`config.mk`:
```
export PLATFORM = sky130hd
export DESIGN_NAME = controle_turno
export DESIGN_NICKNAME = d
export VERILOG_FILES = /design/src/rtl/controle_turno.sv
export SDC_FILE = /design/constraint.sdc
export NUM_CORES = 1
export LEC_CHECK = 0
export ABC_CLOCK_PERIOD_IN_PS = 3700
export BUFFER_PORTS_ARGS = -buffer_cell sky130_fd_sc_hd__buf_2
export CORE_MARGIN = 2
export CORE_UTILIZATION = 30
export CTS_CLUSTER_SIZE = 20
export DETAILED_ROUTE_END_ITERATION = 8
export GPL_TIMING_DRIVEN = 0
export PLACE_DENSITY = 0.59
export SLEW_MARGIN = 20
export SYNTH_ARGS = -nofsm -noshare
export SYNTH_HDL_FRONTEND = slang
export SYNTH_SLANG_ARGS = --single-unit
```
`constraint.sdc`:
```
create_clock -name clk -period 3.7 [get_ports clk]
set_input_delay 0 -clock clk [delete_from_list [all_inputs] [get_ports clk]]
set_output_delay 0 -clock clk [all_outputs]
set_load 0.02 [all_outputs]
```
`src/rtl/controle_turno.sv`:
```
// controle_turno: turn controller for the two-player naval-attack game.
// Latches both ship maps, alternates turns between A and B, validates
// each one-hot attack, accumulates sticky hits per player, counts shots
// and declares a winner (01 A, 10 B) or a draw (11).
module controle_turno #(
    parameter int WIDTH     = 5,
    parameter int MAX_SHOTS = 8
) (
    input  logic             clk,
    input  logic             rstn,
    input  logic [WIDTH-1:0] map_a,
    input  logic [WIDTH-1:0] map_b,
    input  logic [WIDTH-1:0] attack,
    input  logic             confirm,
    output logic             turn,
    output logic [WIDTH-1:0] hits_a,
    output logic [WIDTH-1:0] hits_b,
    output logic [3:0]       shots_a,
    output logic [3:0]       shots_b,
    output logic             hit_flag,
    output logic             err,
    output logic             busy,
    output logic             game_over,
    output logic [1:0]       winner
);

    typedef enum logic [1:0] {
        ST_LOAD = 2'd0,
        ST_WAIT = 2'd1,
        ST_EVAL = 2'd2,
        ST_DONE = 2'd3
    } state_t;

    localparam logic [3:0] MAX_Q = 4'(MAX_SHOTS);

    state_t           state_q, state_d;
    logic             turn_q, turn_d;
    logic [WIDTH-1:0] map_a_q, map_a_d;
    logic [WIDTH-1:0] map_b_q, map_b_d;
    logic [WIDTH-1:0] atk_q, atk_d;
    logic [WIDTH-1:0] hits_a_q, hits_a_d;
    logic [WIDTH-1:0] hits_b_q, hits_b_d;
    logic [3:0]       shots_a_q, shots_a_d;
    logic [3:0]       shots_b_q, shots_b_d;
    logic             hit_flag_q, hit_flag_d;
    logic             err_q, err_d;
    logic [1:0]       winner_q, winner_d;

    // Evaluation datapath for the player whose turn it is: the opponent's
    // map is the target, the current player's hit vector is accumulated.
    logic             atk_onehot;
    logic [WIDTH-1:0] opp, cur, cur_upd;
    logic             new_hit;
    logic [3:0]       shots_cur, shots_inc;

    assign atk_onehot = (attack != '0) && ((attack & (attack - WIDTH'(1))) == '0);
    assign opp        = turn_q ? map_a_q : map_b_q;
    assign cur        = turn_q ? hits_b_q : hits_a_q;
    assign cur_upd    = cur | (atk_q & opp);
    assign new_hit    = |(atk_q & opp & ~cur);
    assign shots_cur  = turn_q ? shots_b_q : shots_a_q;
    // Saturate so the counters can never run past the shot budget.
    assign shots_inc  = (shots_cur >= MAX_Q) ? shots_cur : shots_cur + 4'd1;

    // Next-state and register-update logic; everything holds by default.
    always_comb begin
        state_d    = state_q;
        turn_d     = turn_q;
        map_a_d    = map_a_q;
        map_b_d    = map_b_q;
        atk_d      = atk_q;
        hits_a_d   = hits_a_q;
        hits_b_d   = hits_b_q;
        shots_a_d  = shots_a_q;
        shots_b_d  = shots_b_q;
        hit_flag_d = hit_flag_q;
        winner_d   = winner_q;
        err_d      = 1'b0;
        case (state_q)
            ST_LOAD: begin
                map_a_d = map_a;
                map_b_d = map_b;
                if (map_a == '0 && map_b == '0) begin
                    state_d  = ST_DONE;
                    winner_d = 2'b11;
                end else if (map_a == '0) begin
                    state_d  = ST_DONE;
                    winner_d = 2'b10;
                end else if (map_b == '0) begin
                    state_d  = ST_DONE;
                    winner_d = 2'b01;
                end else begin
                    state_d  = ST_WAIT;
                end
            end
            ST_WAIT: begin
                if (confirm) begin
                    if (atk_onehot) begin
                        atk_d   = attack;
                        state_d = ST_EVAL;
                    end else if (!err_q) begin
                        // A held invalid request re-arms only after the
                        // pulse drops, giving one pulse every other cycle.
                        err_d = 1'b1;
                    end
                end
            end
            ST_EVAL: begin
                hit_flag_d = new_hit;
                if (turn_q) begin
                    hits_b_d  = cur_upd;
                    shots_b_d = shots_inc;
                end else begin
                    hits_a_d  = cur_upd;
                    shots_a_d = shots_inc;
                end
                if (cur_upd == opp) begin
                    state_d  = ST_DONE;
                    winner_d = turn_q ? 2'b10 : 2'b01;
                end else if (turn_q && shots_inc == MAX_Q) begin
                    // A always opens, so B's last shot ends the game.
                    state_d  = ST_DONE;
                    winner_d = 2'b11;
                end else begin
                    turn_d  = ~turn_q;
                    state_d = ST_WAIT;
                end
            end
            ST_DONE: begin
                state_d = ST_DONE;
            end
            default: begin
                state_d = ST_LOAD;
            end
        endcase
    end

    // State register; reset discards any in-flight attack.
    always_ff @(posedge clk or negedge rstn) begin
        if (!rstn) begin
            state_q    <= ST_LOAD;
            turn_q     <= 1'b0;
            map_a_q    <= '0;
            map_b_q    <= '0;
            atk_q      <= '0;
            hits_a_q   <= '0;
            hits_b_q   <= '0;
            shots_a_q  <= '0;
            shots_b_q  <= '0;
            hit_flag_q <= 1'b0;
            err_q      <= 1'b0;
            winner_q   <= 2'b00;
        end else begin
            state_q    <= state_d;
            turn_q     <= turn_d;
            map_a_q    <= map_a_d;
            map_b_q    <= map_b_d;
            atk_q      <= atk_d;
            hits_a_q   <= hits_a_d;
            hits_b_q   <= hits_b_d;
            shots_a_q  <= shots_a_d;
            shots_b_q  <= shots_b_d;
            hit_flag_q <= hit_flag_d;
            err_q      <= err_d;
            winner_q   <= winner_d;
        end
    end

    assign turn      = turn_q;
    assign hits_a    = hits_a_q;
    assign hits_b    = hits_b_q;
    assign shots_a   = shots_a_q;
    assign shots_b   = shots_b_q;
    assign hit_flag  = hit_flag_q;
    assign err       = err_q;
    assign winner    = winner_q;
    assign busy      = (state_q == ST_LOAD) || (state_q == ST_EVAL);
    assign game_over = (state_q == ST_DONE);

endmodule

```
After elaboration in Yosys (flattened, before gate mapping). Index checks and enable logic that the tools add are counted.

Logic and storage cells: 72. Memories kept: 0. Memory bits (read-only): 0. Flip-flop bits (word level): 40. Bits in latches: 0. Bits in writable memories: 0. Input port bits: 18. Output and inout port bits: 25.

Reductions and logical operators: 17. Shift-type cells: 0. $mul: 0. Bitwise operators: 8. Multiplexer cells: 23. Div/mod/pow operators: 0. Equal/unequal tests: 9. Magnitude comparators: 1. Add/subtract/negate cells: 2.

Operators by type and width (count): 2-bit 2-to-1 mux (13); 5-bit AND (3); 5-bit logical NOT (3); 5-bit 2-to-1 mux (2); 3-bit AND reduction (3); 4-bit 2-to-1 mux (2); 2-bit one-hot mux with 4 select lines (1); 2-bit AND reduction (3); 5-bit == test (1); 5-bit inverter (1); 5-bit OR (1); 5-bit nonzero test (1); 5-bit OR reduction (1); 5-bit by 1-bit subtractor with 5-bit output, second input constant (1); 4-bit by 1-bit adder with 4-bit output, second input constant (1); 2-bit == test, second input constant (2); 4-bit == test, second input constant (1); 4-bit greater-or-equal comparator, second input constant (1); 1-bit 2-to-1 mux (4); 2-bit != test, second input constant (2); 4-bit != test, second input constant (1); 2-bit one-hot mux with 2 select lines (1); 1-bit logical AND (3); 3-bit != test, second input constant (1); other kinds (5) (7).

Logic depth before layout (Yosys ltp).
Depth in word-level cells: 8. Gate-level depth with buffers: 11. Mapped depth without buffers: 8.

Least setup slack after synthesis. OpenSTA, ideal clock, no wires.

Kind: reg-to-reg. From: reg turn_q (netlist: turn). To: reg winner_q[0] (netlist: winner[0]). Setup slack: 0.735 ns. Period minus slack after synthesis: 2.965 ns. Data required time: 3.579 ns. Path buffers: 3. Cell stages (with the launch flop): 12. Library setup time: 0.121 ns. Arrival time: 2.844 ns. Cells stage by stage: dfrtp_1 > buf_6 > buf_2 > buf_2 > mux2_2 > ha_1 > nor2b_1 > nor3_1 > a221oi_1 > o31a_1 > a221o_1 > a22o_1.

Cells in the longest elaborated chain, start to end: 7. Elaborated cells between the ends (all ways): 16. Those cells by class: add/sub (1); order compare (1); eq/ne (3); mux (7); bitwise (2); reduce/logical (2).

Ends and longest elaborated chain: from (decl) (line 37) `logic turn_q, turn_d;`; from (signal assigned) (line 155) `turn_q <= turn_d;`; 4-bit 2-to-1 mux (line 61) `assign shots_cur = turn_q ? shots_b_q : shots_a_q;`; 4-bit by 1-bit adder with 4-bit output / 4-bit greater-or-equal comparator (equally long branches) (line 63) `assign shots_inc = (shots_cur >= MAX_Q) ? shots_cur : shots_cur + 4'd1;`; 4-bit 2-to-1 mux (line 63); 4-bit == test (line 120) `end else if (turn_q && shots_inc == MAX_Q) begin`; 1-bit logical AND (line 120); 3-bit != test (no line); 3-bit AND reduction (no line); to (signal assigned) (line 165) `winner_q <= winner_d;`; to (decl) (line 47) `logic [1:0] winner_q, winner_d;`.

Parallel ways exist; a longest one is shown, timed or not. A chain may end at the register's enable or synchronous reset.

Final worst setup path. Same ends and word-level chain as after synthesis.

==> impl_metrics.yaml <==
run_status:
  status: "finished, final reports clean"
job:
  maxCapViolations: 0
routing:
  detailedRoute.firstIterationViolations: 123
  drt-vias-per-instance: 5.075
  detailed_routing_iterations_pass_1: 4
  routed_wl_microns: 4989
  num_vias: 1685
  detail_route.drc_violations: 0
  routedWlPerCell_microns: 15.03
  ant_nets: 0
global_routing:
  vias_in_the_first_global_route: 1675
  antenna_found_initial: 0
  globalRouteOverflowTotal: 0
  grt_pass1_wl_microns: 8183
  grt_max_degree: 41
  total_routing_resource_utilization_after_global_routing_pct: 14.31
synth:
  synth-async-reset-ratio_pct: 100.0
  synth_seq_area_share_pct: 50.16
  synthDistinctLibCells: 43
  syn_nets: 207
  syn-instance-count: 188
  yosys_register_bits: 40
  syn-mean-instance-area_sq_um: 10.62
  synth-edff-count: 0
  synth.cell_area_sq_um: 1996
  ys.flop_type: "sky130_fd_sc_hd__dfrtp_1"
  yosys_warnings: 0
worst_setup_path:
  crit_path_cell_trace: "buf_6 -> buf_2 -> buf_2 -> mux2_2 -> ha_1 -> nor2b_1 -> nor3_1 -> a221oi_1 -> o31a_1 -> a221o_1 -> a22o_1"
  worst_r2r_startpoint: "turn"
  worst_setup_path_end_kind: "flip-flop"
  timing.critical_path.slowest_stage_cell: "sky130_fd_sc_hd__dfrtp_1"
  crit_top_cell: "sky130_fd_sc_hd__buf_2"
  reg2reg_slack_ns: 0.53
  timing.critical_path.fanout_max: 10
  criticalPathCategory: "reg2reg"
  worst_setup_sp_type: "flip-flop"
  worst_setup_path_startpoint: "turn"
  crit_arrival_ns: 3.35
  critical_path.max_stage_delay_ns: 0.40
  required_ns: 3.88
power_and_ir_drop:
  p_total_mw: 1.863
  power_leakage_nw: 1.285
  vdd.ir_drop.worst_mv: 0.2649
  cellPowerDensity_nw_per_um2: 722.2
floorplan:
  die-height_microns: 85.56
  die_area_sq_um: 7321
  initial_core_util_pct: 31.25
  fp.dieW_microns: 85.56
  core_region_area_sq_um: 6386
  ioPinCount: 43
  fp-row-count: 29
place:
  routability_congestion_estimate: 0.8608
  dp_hpwl_microns: 3630
  detailedPlace.worstSlack_ns: 0.5737
  io_buffers: 42
  dpl-instance-area_sq_um: 2302
clock_network:
  clk_transition_reported_paths_ns: 0.08
  cts_max_path_buffers: 2
  cts.sink_count: 40
  ctsRootBufferMaster: "sky130_fd_sc_hd__clkbuf_8"
  h-tree-depth: 2
  setup_fix_bufs_post_cts: 0
  clk-insertion-delay-late_ns: 0.30
  tritoncts: "built"
  number_of_buffers_added_by_the_clock_tree_synthesis_step: 5
layout:
  fill_cells: 648
  design.final.nets: 273
  antenna_cells_inserted: 0
  post-route-cell-area_sq_um: 2580
  multi_input_area_sq_um: 904.6
  ff_latch_area_sq_um: 1001
  post_route_cells_drive_above_1_share_pct: 30.98
  area_growth_syn_to_layout_pct: 29.28
timing:
  measured_slew_at_the_worst_slew_check_pin_ns: 0.9401
  final_setup_slack_of_the_worst_path_ns: 0.5328
  slew-limit-headroom_pct: 37.10
  layout_min_cycle_time_ns: 3.167
  fmaxAchievable_ghz: 0.3157
  setup-violations-final: 0
  fin_setup_tns_ns: 0
  rsz0062_at_grt: "no"
  timing.clock.skew_ns: 0.006188
  final_period_utilization_pct: 85.60
  number_of_hold_slack_violations_in_the_final_timing_report: 0
  slew_viol_final: 0
hold_path:
  min-delay-path-class: "in2async"
==> cell usage in the layout (no fill, tap or decap), types with 3 or more instances in the layout <==
cell | Yosys | routed
sky130_fd_sc_hd__nand3_1 | 6 | 6
sky130_fd_sc_hd__nor3b_1 | 3 | 3
sky130_fd_sc_hd__a31o_2 | 6 | 6
sky130_fd_sc_hd__a21oi_1 | 5 | 5
sky130_fd_sc_hd__dlygate4sd3_1 | 0 | 17
sky130_fd_sc_hd__o21ai_0 | 6 | 6
sky130_fd_sc_hd__nand2_1 | 14 | 14
sky130_fd_sc_hd__nor3_1 | 8 | 8
sky130_fd_sc_hd__clkbuf_8 | 0 | 5
sky130_fd_sc_hd__a32o_1 | 3 | 3
sky130_fd_sc_hd__nand2b_1 | 5 | 5
sky130_fd_sc_hd__nor2_1 | 16 | 16
sky130_fd_sc_hd__buf_2 | 3 | 45
sky130_fd_sc_hd__dfrtp_1 | 40 | 40
sky130_fd_sc_hd__clkbuf_1 | 2 | 3
sky130_fd_sc_hd__inv_1 | 15 | 15
sky130_fd_sc_hd__xor2_1 | 3 | 3
sky130_fd_sc_hd__mux2_2 | 19 | 19
==> per-stage QoR <==
step                hold slack [ns]  utilization, %  instances
floorplan                   -0.2956               -        188
global placement             0.1703           36.05        307
detailed placement           0.1791           36.05        307
CTS                          0.3963           40.40        332
global route                 0.4451           40.40        332
finish                       0.3632           40.40        332
==> sequential cells by signal, summed over array words and instances, names as in the netlist <==
register / cells
turn: 1
shots_a: 4
winner: 2
hit_flag: 1
hits_b: 5
map_a_q: 5
state_q: 2
err: 1
hits_a: 5
shots_b: 4
map_b_q: 5
atk_q: 5
==> final timing paths <==
check                      cells after the start         end
min in group clk                               1         err
max                                           11   winner[0]
min reg2reg                                    1         err
min                                            2  shots_a[1]
max reg2reg                                   11   winner[0]
max in group asynchronous                      2   hits_a[0]
==> power by group <==
group,internal (mW),leakage [nW],switching [mW]
clock,0.200,0.0552,0.154
combinational,0.376,0.707,0.393
sequential,0.579,0.522,0.162
==> final cells by class <==
type                       count  area share, %
tap                           77          3.734
buffer                         6          1.309
multi-input combinational    127          35.06
timing repair buffer          59          14.74
clock buffer                   6          2.813
clock inverter                 2          1.358
sequential                    40          38.80
inverter                      15          2.182
==> worst max-delay path: cells and delay by family, from the launching register on <==
kind / cells / cell delay (ns)
AND/OR/NAND/NOR: 2 / 0.37
buffers and inverters: 3 / 0.62
adder cells (fa/ha/maj): 1 / 0.24
AO/OA/AOI/OAI: 4 / 1.06
multiplexers: 1 / 0.37
flip-flops: 1 / 0.40
==> logic make-up after synthesis <==
family | Yosys count | share of synthesized area (%)
simple gates | 57 | 13.73
compound gates | 44 | 17.49
flops | 40 | 50.16
buf+inv | 21 | 4.514
mux | 21 | 11.72
xor+xnor | 4 | 1.756
fa+ha+maj | 1 | 0.6269
==> synth_stat cells, drive strengths merged (2+ instances only) <==
library cell	instances	share of area, %
dfrtp	40	50
mux2	19	11
nor2	16	3.0
inv	15	2.8
nand2	14	2.6
nor3	8	2.0
a31o	6	2.6
nand3	6	1.5
o21ai	6	1.5
a21oi	5	1.3
nand2b	5	1.6
buf	4	1.3
a32o	3	1.5
nor3b	3	1.1
xor2	3	1.3
a221o	2	1.0
a22o	2	0.88
a31oi	2	0.63
a41o	2	1.0
clkbuf	2	0.38
mux2i	2	1.0
o22ai	2	0.63
o31a	2	0.88
==> metal layers <==
metal / global-route usage [%] / up-vias / wire [microns]
met5: 0 / - / 0
met4: 5.483 / 0 / 79
met3: 3.272 / 7 / 220
met2: 22.02 / 41 / 2292
met1: 19.71 / 816 / 2397
li1: - / 821 / -
==> repair_timing <==
action | 4_1_cts | 5_1_grt
resized for setup | 0 | 0
endpoints found under the hold margin | 56 | 0
hold buffers | 17 | 0
No activity file was read; power rests on OpenSTA's default activity.
